**src/rtl/data_mem_ctrl_if.sv**
```systemverilog
// Request/response bus of the MEM-stage data memory.
// master: pipeline side issuing loads/stores; slave: data_mem_ctrl.
interface data_mem_ctrl_if #(
  parameter int DATA_W = 32,
  parameter int ADDR_W = 32
);
  localparam int BYTES = DATA_W / 8;

  logic              req_valid;
  logic              req_ready;
  logic              req_we;
  logic [ADDR_W-1:0] req_addr;
  logic [DATA_W-1:0] req_wdata;
  logic [BYTES-1:0]  req_be;
  logic              resp_valid;
  logic              resp_ready;
  logic [DATA_W-1:0] resp_rdata;
  logic              resp_err;

  modport master (
    output req_valid, req_we, req_addr, req_wdata, req_be, resp_ready,
    input  req_ready, resp_valid, resp_rdata, resp_err
  );

  modport slave (
    input  req_valid, req_we, req_addr, req_wdata, req_be, resp_ready,
    output req_ready, resp_valid, resp_rdata, resp_err
  );
endinterface

```
**src/rtl/data_mem_ctrl.sv**
```systemverilog
// data_mem_ctrl: word-organised data memory with byte-lane writes, a
// configurable read latency (READ_LAT = 1..4) and valid/ready request and
// response channels. Only one access is in flight at a time.
// Misaligned or out-of-range accesses return resp_err and never write.
// Optional feature macro: DMEM_WR_RESP_EN -- when defined, successful writes
// also produce a response beat; otherwise they complete silently in IDLE.
module data_mem_ctrl #(
  parameter int DATA_W   = 32,
  parameter int ADDR_W   = 32,
  parameter int DEPTH    = 64,
  parameter int READ_LAT = 1
) (
  input  logic          clk,
  input  logic          rst_n,
  data_mem_ctrl_if.slave bus
);

  localparam int BYTES = DATA_W / 8;
  localparam int OFF   = $clog2(BYTES);
  localparam int IDX_W = $clog2(DEPTH);
  localparam int CNT_W = 3;

  // Byte-offset mask and first illegal byte address (one extra bit so the
  // compare cannot wrap when DEPTH*BYTES equals 2**ADDR_W).
  localparam logic [ADDR_W-1:0] ADDR_MASK = ADDR_W'(BYTES - 1);
  localparam logic [ADDR_W:0]   LIMIT     = (ADDR_W + 1)'(DEPTH * BYTES);
  localparam logic [CNT_W-1:0]  CNT_LOAD  = CNT_W'(READ_LAT - 1);

  typedef enum logic [1:0] {
    ST_IDLE = 2'd0,
    ST_BUSY = 2'd1,
    ST_RESP = 2'd2
  } state_t;

  // Address is not word aligned.
  function automatic logic f_misaligned(input logic [ADDR_W-1:0] addr);
    f_misaligned = ((addr & ADDR_MASK) != {ADDR_W{1'b0}});
  endfunction

  // Address lies beyond the last byte of the array.
  function automatic logic f_out_of_range(input logic [ADDR_W-1:0] addr);
    f_out_of_range = ({1'b0, addr} >= LIMIT);
  endfunction

  logic [DATA_W-1:0] r_mem [DEPTH];

  state_t            r_state;
  logic [CNT_W-1:0]  r_cnt;
  logic [IDX_W-1:0]  r_idx;
  logic              r_resp_valid;
  logic [DATA_W-1:0] r_resp_rdata;
  logic              r_resp_err;

  state_t            w_state_nxt;
  logic [CNT_W-1:0]  w_cnt_nxt;
  logic [IDX_W-1:0]  w_idx_nxt;
  logic              w_resp_valid_nxt;
  logic [DATA_W-1:0] w_resp_rdata_nxt;
  logic              w_resp_err_nxt;
  logic              w_mem_we;

  logic              w_req_ready;
  logic              w_accept;
  logic              w_req_err;
  logic [IDX_W-1:0]  w_req_idx;

  // req_ready is forced low while reset is asserted, independent of state.
  assign w_req_ready = (r_state == ST_IDLE) & rst_n;
  assign w_accept    = bus.req_valid & w_req_ready;
  assign w_req_idx   = bus.req_addr[OFF +: IDX_W];
  assign w_req_err   = f_misaligned(bus.req_addr) | f_out_of_range(bus.req_addr);

  assign bus.req_ready  = w_req_ready;
  assign bus.resp_valid = r_resp_valid;
  assign bus.resp_rdata = r_resp_rdata;
  assign bus.resp_err   = r_resp_err;

  // Next-state and next-output decode for the IDLE/BUSY/RESP sequence.
  always_comb begin
    w_state_nxt      = r_state;
    w_cnt_nxt        = r_cnt;
    w_idx_nxt        = r_idx;
    w_resp_valid_nxt = r_resp_valid;
    w_resp_rdata_nxt = r_resp_rdata;
    w_resp_err_nxt   = r_resp_err;
    w_mem_we         = 1'b0;

    case (r_state)
      ST_IDLE: begin
        if (w_accept) begin
          w_idx_nxt = w_req_idx;
          if (w_req_err) begin
            // Illegal address: no array access, report the error directly.
            w_state_nxt      = ST_RESP;
            w_resp_valid_nxt = 1'b1;
            w_resp_err_nxt   = 1'b1;
            w_resp_rdata_nxt = {DATA_W{1'b0}};
          end else if (bus.req_we) begin
            w_mem_we = 1'b1;
`ifdef DMEM_WR_RESP_EN
            w_state_nxt      = ST_RESP;
            w_resp_valid_nxt = 1'b1;
            w_resp_err_nxt   = 1'b0;
            w_resp_rdata_nxt = {DATA_W{1'b0}};
`else
            // Write completes silently; stay ready for the next request.
            w_state_nxt = ST_IDLE;
`endif
          end else if (READ_LAT == 32'd1) begin
            w_state_nxt      = ST_RESP;
            w_resp_valid_nxt = 1'b1;
            w_resp_err_nxt   = 1'b0;
            w_resp_rdata_nxt = r_mem[w_req_idx];
          end else begin
            w_state_nxt = ST_BUSY;
            w_cnt_nxt   = CNT_LOAD;
          end
        end else begin
          w_state_nxt = ST_IDLE;
        end
      end

      ST_BUSY: begin
        // Counter holds the number of edges still to wait, including the
        // capture edge; the word is sampled when it is down to one.
        if (r_cnt == 3'd1) begin
          w_state_nxt      = ST_RESP;
          w_cnt_nxt        = 3'd0;
          w_resp_valid_nxt = 1'b1;
          w_resp_err_nxt   = 1'b0;
          w_resp_rdata_nxt = r_mem[r_idx];
        end else begin
          w_cnt_nxt = r_cnt - 3'd1;
        end
      end

      ST_RESP: begin
        if (bus.resp_ready) begin
          w_state_nxt      = ST_IDLE;
          w_resp_valid_nxt = 1'b0;
          w_resp_err_nxt   = 1'b0;
          w_resp_rdata_nxt = {DATA_W{1'b0}};
        end else begin
          w_state_nxt = ST_RESP;
        end
      end

      default: begin
        w_state_nxt      = ST_IDLE;
        w_cnt_nxt        = 3'd0;
        w_resp_valid_nxt = 1'b0;
        w_resp_err_nxt   = 1'b0;
        w_resp_rdata_nxt = {DATA_W{1'b0}};
      end
    endcase
  end

  // State, counter and response registers; reset drops any pending access.
  always_ff @(posedge clk or negedge rst_n) begin
    if (!rst_n) begin
      r_state      <= ST_IDLE;
      r_cnt        <= 3'd0;
      r_idx        <= {IDX_W{1'b0}};
      r_resp_valid <= 1'b0;
      r_resp_rdata <= {DATA_W{1'b0}};
      r_resp_err   <= 1'b0;
    end else begin
      r_state      <= w_state_nxt;
      r_cnt        <= w_cnt_nxt;
      r_idx        <= w_idx_nxt;
      r_resp_valid <= w_resp_valid_nxt;
      r_resp_rdata <= w_resp_rdata_nxt;
      r_resp_err   <= w_resp_err_nxt;
    end
  end

  // Storage array, deliberately not reset; enabled byte lanes written on accept.
  always_ff @(posedge clk) begin
    for (int i = 0; i < BYTES; i++) begin
      if (w_mem_we && bus.req_be[i]) begin
        r_mem[w_req_idx][8*i +: 8] <= bus.req_wdata[8*i +: 8];
      end
    end
  end

endmodule
```
**src/flat_wrapper.sv**
```systemverilog
// flat-port wrapper written by rule: the top's interface ports become plain ports
module data_mem_ctrl_flat 
#(
  parameter int DATA_W   = 32,
  parameter int ADDR_W   = 32,
  parameter int DEPTH    = 64,
  parameter int READ_LAT = 1
)
  (clk, rst_n, bus_req_valid, bus_req_we, bus_req_addr, bus_req_wdata, bus_req_be, bus_resp_ready, bus_req_ready, bus_resp_valid, bus_resp_rdata, bus_resp_err);
  data_mem_ctrl_if #(.DATA_W(DATA_W), .ADDR_W(ADDR_W)) bus_i ();
  input  logic clk;
  input  logic rst_n;
  input wire logic [$bits(bus_i.req_valid)-1:0] bus_req_valid;
  input wire logic [$bits(bus_i.req_we)-1:0] bus_req_we;
  input wire logic [$bits(bus_i.req_addr)-1:0] bus_req_addr;
  input wire logic [$bits(bus_i.req_wdata)-1:0] bus_req_wdata;
  input wire logic [$bits(bus_i.req_be)-1:0] bus_req_be;
  input wire logic [$bits(bus_i.resp_ready)-1:0] bus_resp_ready;
  output wire logic [$bits(bus_i.req_ready)-1:0] bus_req_ready;
  output wire logic [$bits(bus_i.resp_valid)-1:0] bus_resp_valid;
  output wire logic [$bits(bus_i.resp_rdata)-1:0] bus_resp_rdata;
  output wire logic [$bits(bus_i.resp_err)-1:0] bus_resp_err;
  assign bus_i.req_valid = bus_req_valid;
  assign bus_i.req_we = bus_req_we;
  assign bus_i.req_addr = bus_req_addr;
  assign bus_i.req_wdata = bus_req_wdata;
  assign bus_i.req_be = bus_req_be;
  assign bus_i.resp_ready = bus_resp_ready;
  assign bus_req_ready = bus_i.req_ready;
  assign bus_resp_valid = bus_i.resp_valid;
  assign bus_resp_rdata = bus_i.resp_rdata;
  assign bus_resp_err = bus_i.resp_err;
  data_mem_ctrl #(.DATA_W(DATA_W), .ADDR_W(ADDR_W), .DEPTH(DEPTH), .READ_LAT(READ_LAT)) u_core (.clk(clk), .rst_n(rst_n), .bus(bus_i));
endmodule
```
**config.mk**
```make
export PLATFORM = sky130hd
export DESIGN_NAME = data_mem_ctrl_flat
export DESIGN_NICKNAME = d
export VERILOG_FILES = /design/src/rtl/data_mem_ctrl_if.sv /design/src/rtl/data_mem_ctrl.sv /design/src/flat_wrapper.sv
export SDC_FILE = /design/constraint.sdc
export NUM_CORES = 2
export LEC_CHECK = 0
export BUFFER_PORTS_ARGS = -buffer_cell sky130_fd_sc_hd__buf_2
export CORE_UTILIZATION = 55
export CTS_CLUSTER_SIZE = 25
export DETAILED_ROUTE_END_ITERATION = 8
export PLACE_DENSITY = 0.75
export SETUP_SLACK_MARGIN = 0.3
export SLEW_MARGIN = 20
export SYNTH_ARGS = -nofsm -noshare
export SYNTH_HDL_FRONTEND = slang
export SYNTH_SLANG_ARGS = --single-unit
export TNS_END_PERCENT = 100
```
**constraint.sdc**
```tcl
create_clock -name clk -period 2.1 [get_ports clk]
set_input_delay 0.21 -clock clk [delete_from_list [all_inputs] [get_ports clk]]
set_output_delay 0.21 -clock clk [all_outputs]
set_load 0.02 [all_outputs]
```
# Word level (Yosys, flattened, before mapping)
# Memories as Yosys holds them, arrays and structs flattened.
# Index checks and enable logic that the tools add are counted.
# word_totals
mem_bits_ro	0
ram_bits	2048
inputBits	73
register_bits	45
n_memories	1
out_inout_bits	35
elab_cells	65
latchBits	0
# mem_list
name	depth	width	read_ports	rd_clocked_by_memory_dff	write_ports	line	source
u_core.r_mem	64	32	2	0	1	data_mem_ctrl.sv:45	logic [DATA_W-1:0] r_mem [DEPTH];
# op_classes
mul	0
div_mod_pow	0
shift	0
n_bitwise	3
muxes	37
n_eq_ne	7
n_lt_le_gt_ge	1
n_addsub	1
n_reduce_logical	9
# op_table
operator	n
32-bit 2-to-1 mux	5
32-bit case mux with 3 select lines	1
32-bit by 9-bit >= comparator with 1-bit output, second input constant	1
32-bit nonzero test	1
1-bit 2-to-1 mux	21
2-bit 2-to-1 mux	5
1-bit case mux with 3 select lines	2
2-bit case mux with 3 select lines	1
3-bit case mux with 2 select lines	1
1-bit logical AND	4
2-bit by 1-bit != test with 1-bit output, second input constant	2
4-bit AND reduction	1
3-bit by 1-bit equality test with 1-bit output, second input constant	1
3-bit 2-to-1 mux	1
3-bit by 2-bit != test with 1-bit output, second input constant	1
3-bit by 1-bit subtractor with 3-bit output, second input constant	1
1-bit AND	2
2-bit by 1-bit equality test with 1-bit output, second input constant	1
2-bit equality test, second input constant	1
2-bit zero test	1
2-bit != test, second input constant	1
2-bit AND reduction	1
2-bit OR reduction	1
1-bit OR	1

# Longest topological paths before layout
# depth
word_depth	8
mapped_depth	11
mapped_depth_nobuf	6

# Worst setup path before layout
# No wires, ideal clock.
# synth_path
path_kind	reg-to-reg
from	register u_core.r_state[1]
to	memory u_core.r_mem[0][0], enable pin
setup_time_ps	370
t_required_ps	1730
path_buffers	2
t_arrival_ps	2106
synth_period_minus_slack_ps	2476
setup_slack_ps	-376
path_stages_with_launch	8
cell_sequence	dfrtp_1 nor2b_1 and2_1 and3_2 clkbuf_1 nand2_1 buf_2 nor2_1
# synth_via
elab_chain_len	8
# synth_rtl
element	line	source
start, declared	data_mem_ctrl.sv:47	state_t r_state;
start signal, assigned	data_mem_ctrl.sv:168	r_state <= w_state_nxt;
2-bit zero test	data_mem_ctrl.sv:68	assign w_req_ready = (r_state == ST_IDLE) & rst_n;
1-bit AND	data_mem_ctrl.sv:68	
via bus_req_ready	flat_wrapper.sv:19	output wire logic [$bits(bus_i.req_ready)-1:0] bus_req_ready;
1-bit AND	data_mem_ctrl.sv:69	assign w_accept = bus.req_valid & w_req_ready;
1-bit 2-to-1 mux	data_mem_ctrl.sv:90	if (w_accept) begin
1-bit 2-to-1 mux	data_mem_ctrl.sv:88	case (r_state)
1-bit logical AND	data_mem_ctrl.sv:180	if (w_mem_we && bus.req_be[i]) begin
1-bit 2-to-1 mux	data_mem_ctrl.sv:180	
1-bit 2-to-1 mux (not written as such)	data_mem_ctrl.sv:181	r_mem[w_req_idx][8*i +: 8] <= bus.req_wdata[8*i +: 8];
end, declared	data_mem_ctrl.sv:45	
# The timed path passes the listed nets, and every way through them passes these cells.

# Worst setup path after layout
# layout_path
from	register u_core.r_state[1]
to	memory u_core.r_mem[59][11], enable pin
# layout_via
elab_chain_len	8
# layout_rtl
element	line
2-bit zero test *	data_mem_ctrl.sv:68, data_mem_ctrl.sv:88
1-bit AND	data_mem_ctrl.sv:68
1-bit AND	data_mem_ctrl.sv:69
1-bit 2-to-1 mux	data_mem_ctrl.sv:90
1-bit 2-to-1 mux *	data_mem_ctrl.sv:88
1-bit logical AND *	data_mem_ctrl.sv:180
1-bit 2-to-1 mux *	data_mem_ctrl.sv:180
1-bit 2-to-1 mux (not written as such) *	data_mem_ctrl.sv:181
# Every way passes the cells marked *; elsewhere a longest branch is shown, timed or not.

==> insert_results.sql <==
INSERT INTO impl_metrics (metric_group, metric, value, unit) VALUES
('cts', 'cts_inserted_buffers', '200', ''),
('place', 'placement_stage_worst_setup_slack', '-0.4753', 'ns'),
('place', 'detailed_place_hpwl', '183800', 'um'),
('synthesis', 'synthesis.nets', '4628', ''),
('sta', 'timing_hold_violations_final', '0', ''),
('critical_path', 'worst_setup_path_category', 'reg2reg', ''),
('synthesis', 'synth.top_cells.by_area', 'sky130_fd_sc_hd__edfxtp_1, sky130_fd_sc_hd__mux4_2, sky130_fd_sc_hd__mux2i_1', ''),
('synthesis', 'synth_largest_area_cell', 'sky130_fd_sc_hd__edfxtp_1', ''),
('synthesis', 'netlist.area_leader.share', '75.79', '%'),
('cts', 'cts_max_path_buffers', '3', ''),
('grt', 'maximum_number_of_pins_on_one_net_before_global_route_repair', '65', ''),
('synthesis', 'synth_enable_flop_cells', '2048', ''),
('pwr', 'power.ir.vdd_worst', '0.0007372', 'V'),
('synthesis', 'syn_area_per_cell', '17.81', 'um^2'),
('final_layout', 'finish.net_count', '5615', ''),
('sta', 'worst_slew_pin_slew', '1.192', 'ns'),
('final_layout', 'layout.cells.most_common_list', 'sky130_fd_sc_hd__edfxtp_1, sky130_fd_sc_hd__buf_4, sky130_fd_sc_hd__nor2_1, sky130_fd_sc_hd__o22ai_1, sky130_fd_sc_hd__clkbuf_16', ''),
('job', 'number_of_maximum_capacitance_constraint_violations', '0', ''),
('die', 'io_pins', '108', ''),
('final_layout', 'final_common_cell', 'sky130_fd_sc_hd__edfxtp_1', ''),
('place', 'final_gp_congestion', '1.011', ''),
('final_layout', 'area_growth', '22.50', '%'),
('cts', 'cts_sinks', '2083', ''),
('cts', 'tritoncts', 'yes', ''),
('cts', 'clk_pin_slew_worst_paths', '0.07', 'ns'),
('die', 'chipHeight', '386.1', 'um'),
('final_layout', 'non_filler_cells_final', '7642', ''),
('final_layout', 'drive_above_1_share', '31.35', '%'),
('die', 'die_area', '0.1491', 'mm^2'),
('routing', 'number_of_optimization_iterations_in_the_first_detailed_route_pass', '7', ''),
('routing', 'drc_errors', '0', ''),
('place', 'dp.cells', '7213', ''),
('die', 'floorplan.initialDensity', '55.54', '%'),
('synthesis', 'synthesis_stage_register_bit_count', '2083', ''),
('pwr', 'p_per_area', '887.5', 'mW/mm^2'),
('synthesis', 'yosys_warnings', '0', ''),
('critical_path', 'critPathMaxFanout', '19', ''),
('pwr', 'p_leak', '33.50', 'nW'),
('critical_path', 'critPathRequiredTime', '2.67', 'ns'),
('sta', 'setup_ws', '-0.04504', 'ns'),
('routing', 'first_iter_violations', '9607', ''),
('sta', 'skew', '0.05083', 'ns'),
('critical_path', 'crit_arrival', '2.71', 'ns'),
('grt', 'track_usage', '36.58', '%'),
('grt', 'global_route_wire_length_before_repair', '377400', 'um'),
('grt', 'grt_pass1_vias', '50510', ''),
('sta', 'grt_setup_unrepaired', 'yes', ''),
('cts', 'ctsRootBufferMaster', 'sky130_fd_sc_hd__clkbuf_16', ''),
('sta', 'final-max-slew-violation-count', '0', ''),
('routing', 'route.detailed.vias_per_inst', '6.955', ''),
('synthesis', 'async_reset_ff_share', '1.680', '%'),
('critical_path', 'critical_path.endpoint_type', 'register', ''),
('critical_path', 'worstSetupStartpointType', 'register', ''),
('synthesis', 'synthFlopType', 'sky130_fd_sc_hd__edfxtp_1', ''),
('synthesis', 'synthCells', '4555', ''),
('routing', 'vias', '53150', ''),
('synthesis', 'syn_area', '0.08114', 'mm^2'),
('synthesis', 'synth.distinct_cells', '83', ''),
('status', 'violations', 'setup timing', ''),
('grt', 'initial_antenna_violation_count', '7', ''),
('synthesis', 'synth-seq-area-share', '76.87', '%'),
('cts', 'cts-htree-levels', '4', ''),
('routing', 'post_drt_wl_per_cell', '36.01', 'um'),
('place', 'buffer_ports.inserted', '107', ''),
('die', 'design.core.area', '0.1461', 'mm^2'),
('sta', 'clock.fmax', '466.2', 'MHz'),
('grt', 'overflow', '0', ''),
('die', 'dieWidth', '386.1', 'um'),
('routing', 'route.final.wire_length', '275200', 'um'),
('sta', 'finalWorstPathRequiredPeriod', '2.145', 'ns'),
('sta', 'hold-worst-slack', '0.06846', 'ns'),
('sta', 'finalCritPeriodShare', '102.1', '%'),
('status', 'status', 'finished with violations', ''),
('sta', 'report.final.setup_viol', '10', ''),
('worst_hold_path', 'hp-class', 'in2reg', ''),
('sta', 'max_slew_margin', '20.35', '%'),
('routing', 'detail-route-antenna-nets', '0', ''),
('cts', 'clkLatencyLatePin', '0.89', 'ns'),
('die', 'rows', '140', '');
[synthesized netlist by cell type (35+ instances only)]
| library cell | number |
|---|---|
| sky130_fd_sc_hd__o21ai_0 | 131 |
| sky130_fd_sc_hd__a21oi_1 | 134 |
| sky130_fd_sc_hd__mux2_2 | 147 |
| sky130_fd_sc_hd__clkbuf_1 | 70 |
| sky130_fd_sc_hd__buf_2 | 137 |
| sky130_fd_sc_hd__buf_4 | 49 |
| sky130_fd_sc_hd__buf_6 | 35 |
| sky130_fd_sc_hd__edfxtp_1 | 2048 |
| sky130_fd_sc_hd__mux2i_1 | 174 |
| sky130_fd_sc_hd__nor2_1 | 346 |
| sky130_fd_sc_hd__a211oi_1 | 40 |
| sky130_fd_sc_hd__nand2_1 | 183 |
| sky130_fd_sc_hd__mux4_2 | 144 |
| sky130_fd_sc_hd__dfrtp_1 | 35 |
| sky130_fd_sc_hd__o221ai_1 | 180 |
| sky130_fd_sc_hd__a22oi_1 | 58 |
| sky130_fd_sc_hd__o22ai_1 | 271 |
[cell type report]
type | count | area [um^2]
diodes | 5 | 12.51
inverters | 8 | 33.78
well taps | 1917 | 2399
clock buffers | 245 | 5245
fillers | 9153 | 46700
flip-flops and latches | 2083 | 62370
clock inverters | 135 | 1530
repair buffers | 1104 | 10390
multi-input cells | 2145 | 17410
[state kept, by name, summed over array words and instances (netlist names)]
| name | cells |
|---|---|
| u_core.bus.resp_err | 1 |
| u_core.bus.resp_valid | 1 |
| u_core.bus.resp_rdata | 32 |
| u_core.r_state | 1 |
| u_core.r_mem | 2048 |
[path summary, 6_finish.rpt]
check,from,to,slack [ns],depth (start not counted)
min in group asynchronous,rst_n,u_core.bus.resp_rdata[22],0.11,3
max in group asynchronous,rst_n,u_core.bus.resp_rdata[11],1.38,3
worst min-delay path,bus_req_wdata[14],u_core.r_mem[45][14],0.07,1
worst max register to register,u_core.r_state[1],u_core.r_mem[59][11],-0.05,8
worst max-delay path,u_core.r_state[1],u_core.r_mem[59][11],-0.05,8
worst min register to register,u_core.bus.resp_valid,u_core.bus.resp_valid,0.49,2
[repair_timing]
| item | CTS | global route |
|---|---|---|
| hold buffers | 35 | 0 |
| resized for setup | 31 | 106 |
| cloned | 0 | 5 |
| setup endpoints to repair | 2073 | 2077 |
| buffers inserted | 0 | 4 |
| endpoints found under the hold margin | 1578 | 0 |
| pin swaps | 1 | 7 |
[through the flow]
step | TNS (ns) | power [mW] | util [%] | cell area, um^2
after floorplan | -614.69 | 48.70 | - | 81260
after global placement | -714.53 | 51.81 | 62.68 | 91570
after detailed placement | -770.11 | 51.87 | 62.68 | 91570
after CTS | 0 | 87.99 | 67.63 | 98800
after global routing | -0.2306 | 89.85 | 68.03 | 99380
final | -0.3440 | 88.21 | 68.04 | 99390
[critical path, stage by stage (launching register included)]
cell,delay (ns)
sky130_fd_sc_hd__dfrtp_1,0.39
sky130_fd_sc_hd__nor2b_2,0.17
sky130_fd_sc_hd__and2_4,0.19
sky130_fd_sc_hd__and3_4,0.19
sky130_fd_sc_hd__buf_12,0.16
sky130_fd_sc_hd__nand2_8,0.11
sky130_fd_sc_hd__clkbuf_16,0.24
sky130_fd_sc_hd__nor2_1,0.18
sky130_fd_sc_hd__buf_4,0.21
[power by group]
part | switching (mW) | internal (mW) | leakage [nW]
sequential | 0.00590 | 45.6 | 18.9
clock | 16.2 | 20.7 | 3.27
combinational | 3.66 | 2.04 | 11.3
[kinds of logic after synthesis]
logic type,synth area share (%)
flops,76.87
simple gates,3.584
mux,8.637
compound gates,8.537
buf+inv,2.369
[per-layer routing]
| metal | GRT usage, % | up-vias | part of all wire (%) |
|---|---|---|---|
| met1 | 48.65 | 26260 | 33 |
| met5 | 0 | - | 0.018 |
| li1 | - | 20590 | - |
| met3 | 12.00 | 1030 | 16 |
| met2 | 52.95 | 5260 | 43 |
| met4 | 21.49 | 10 | 7.4 |
Power figures use the tool's default switching activity.
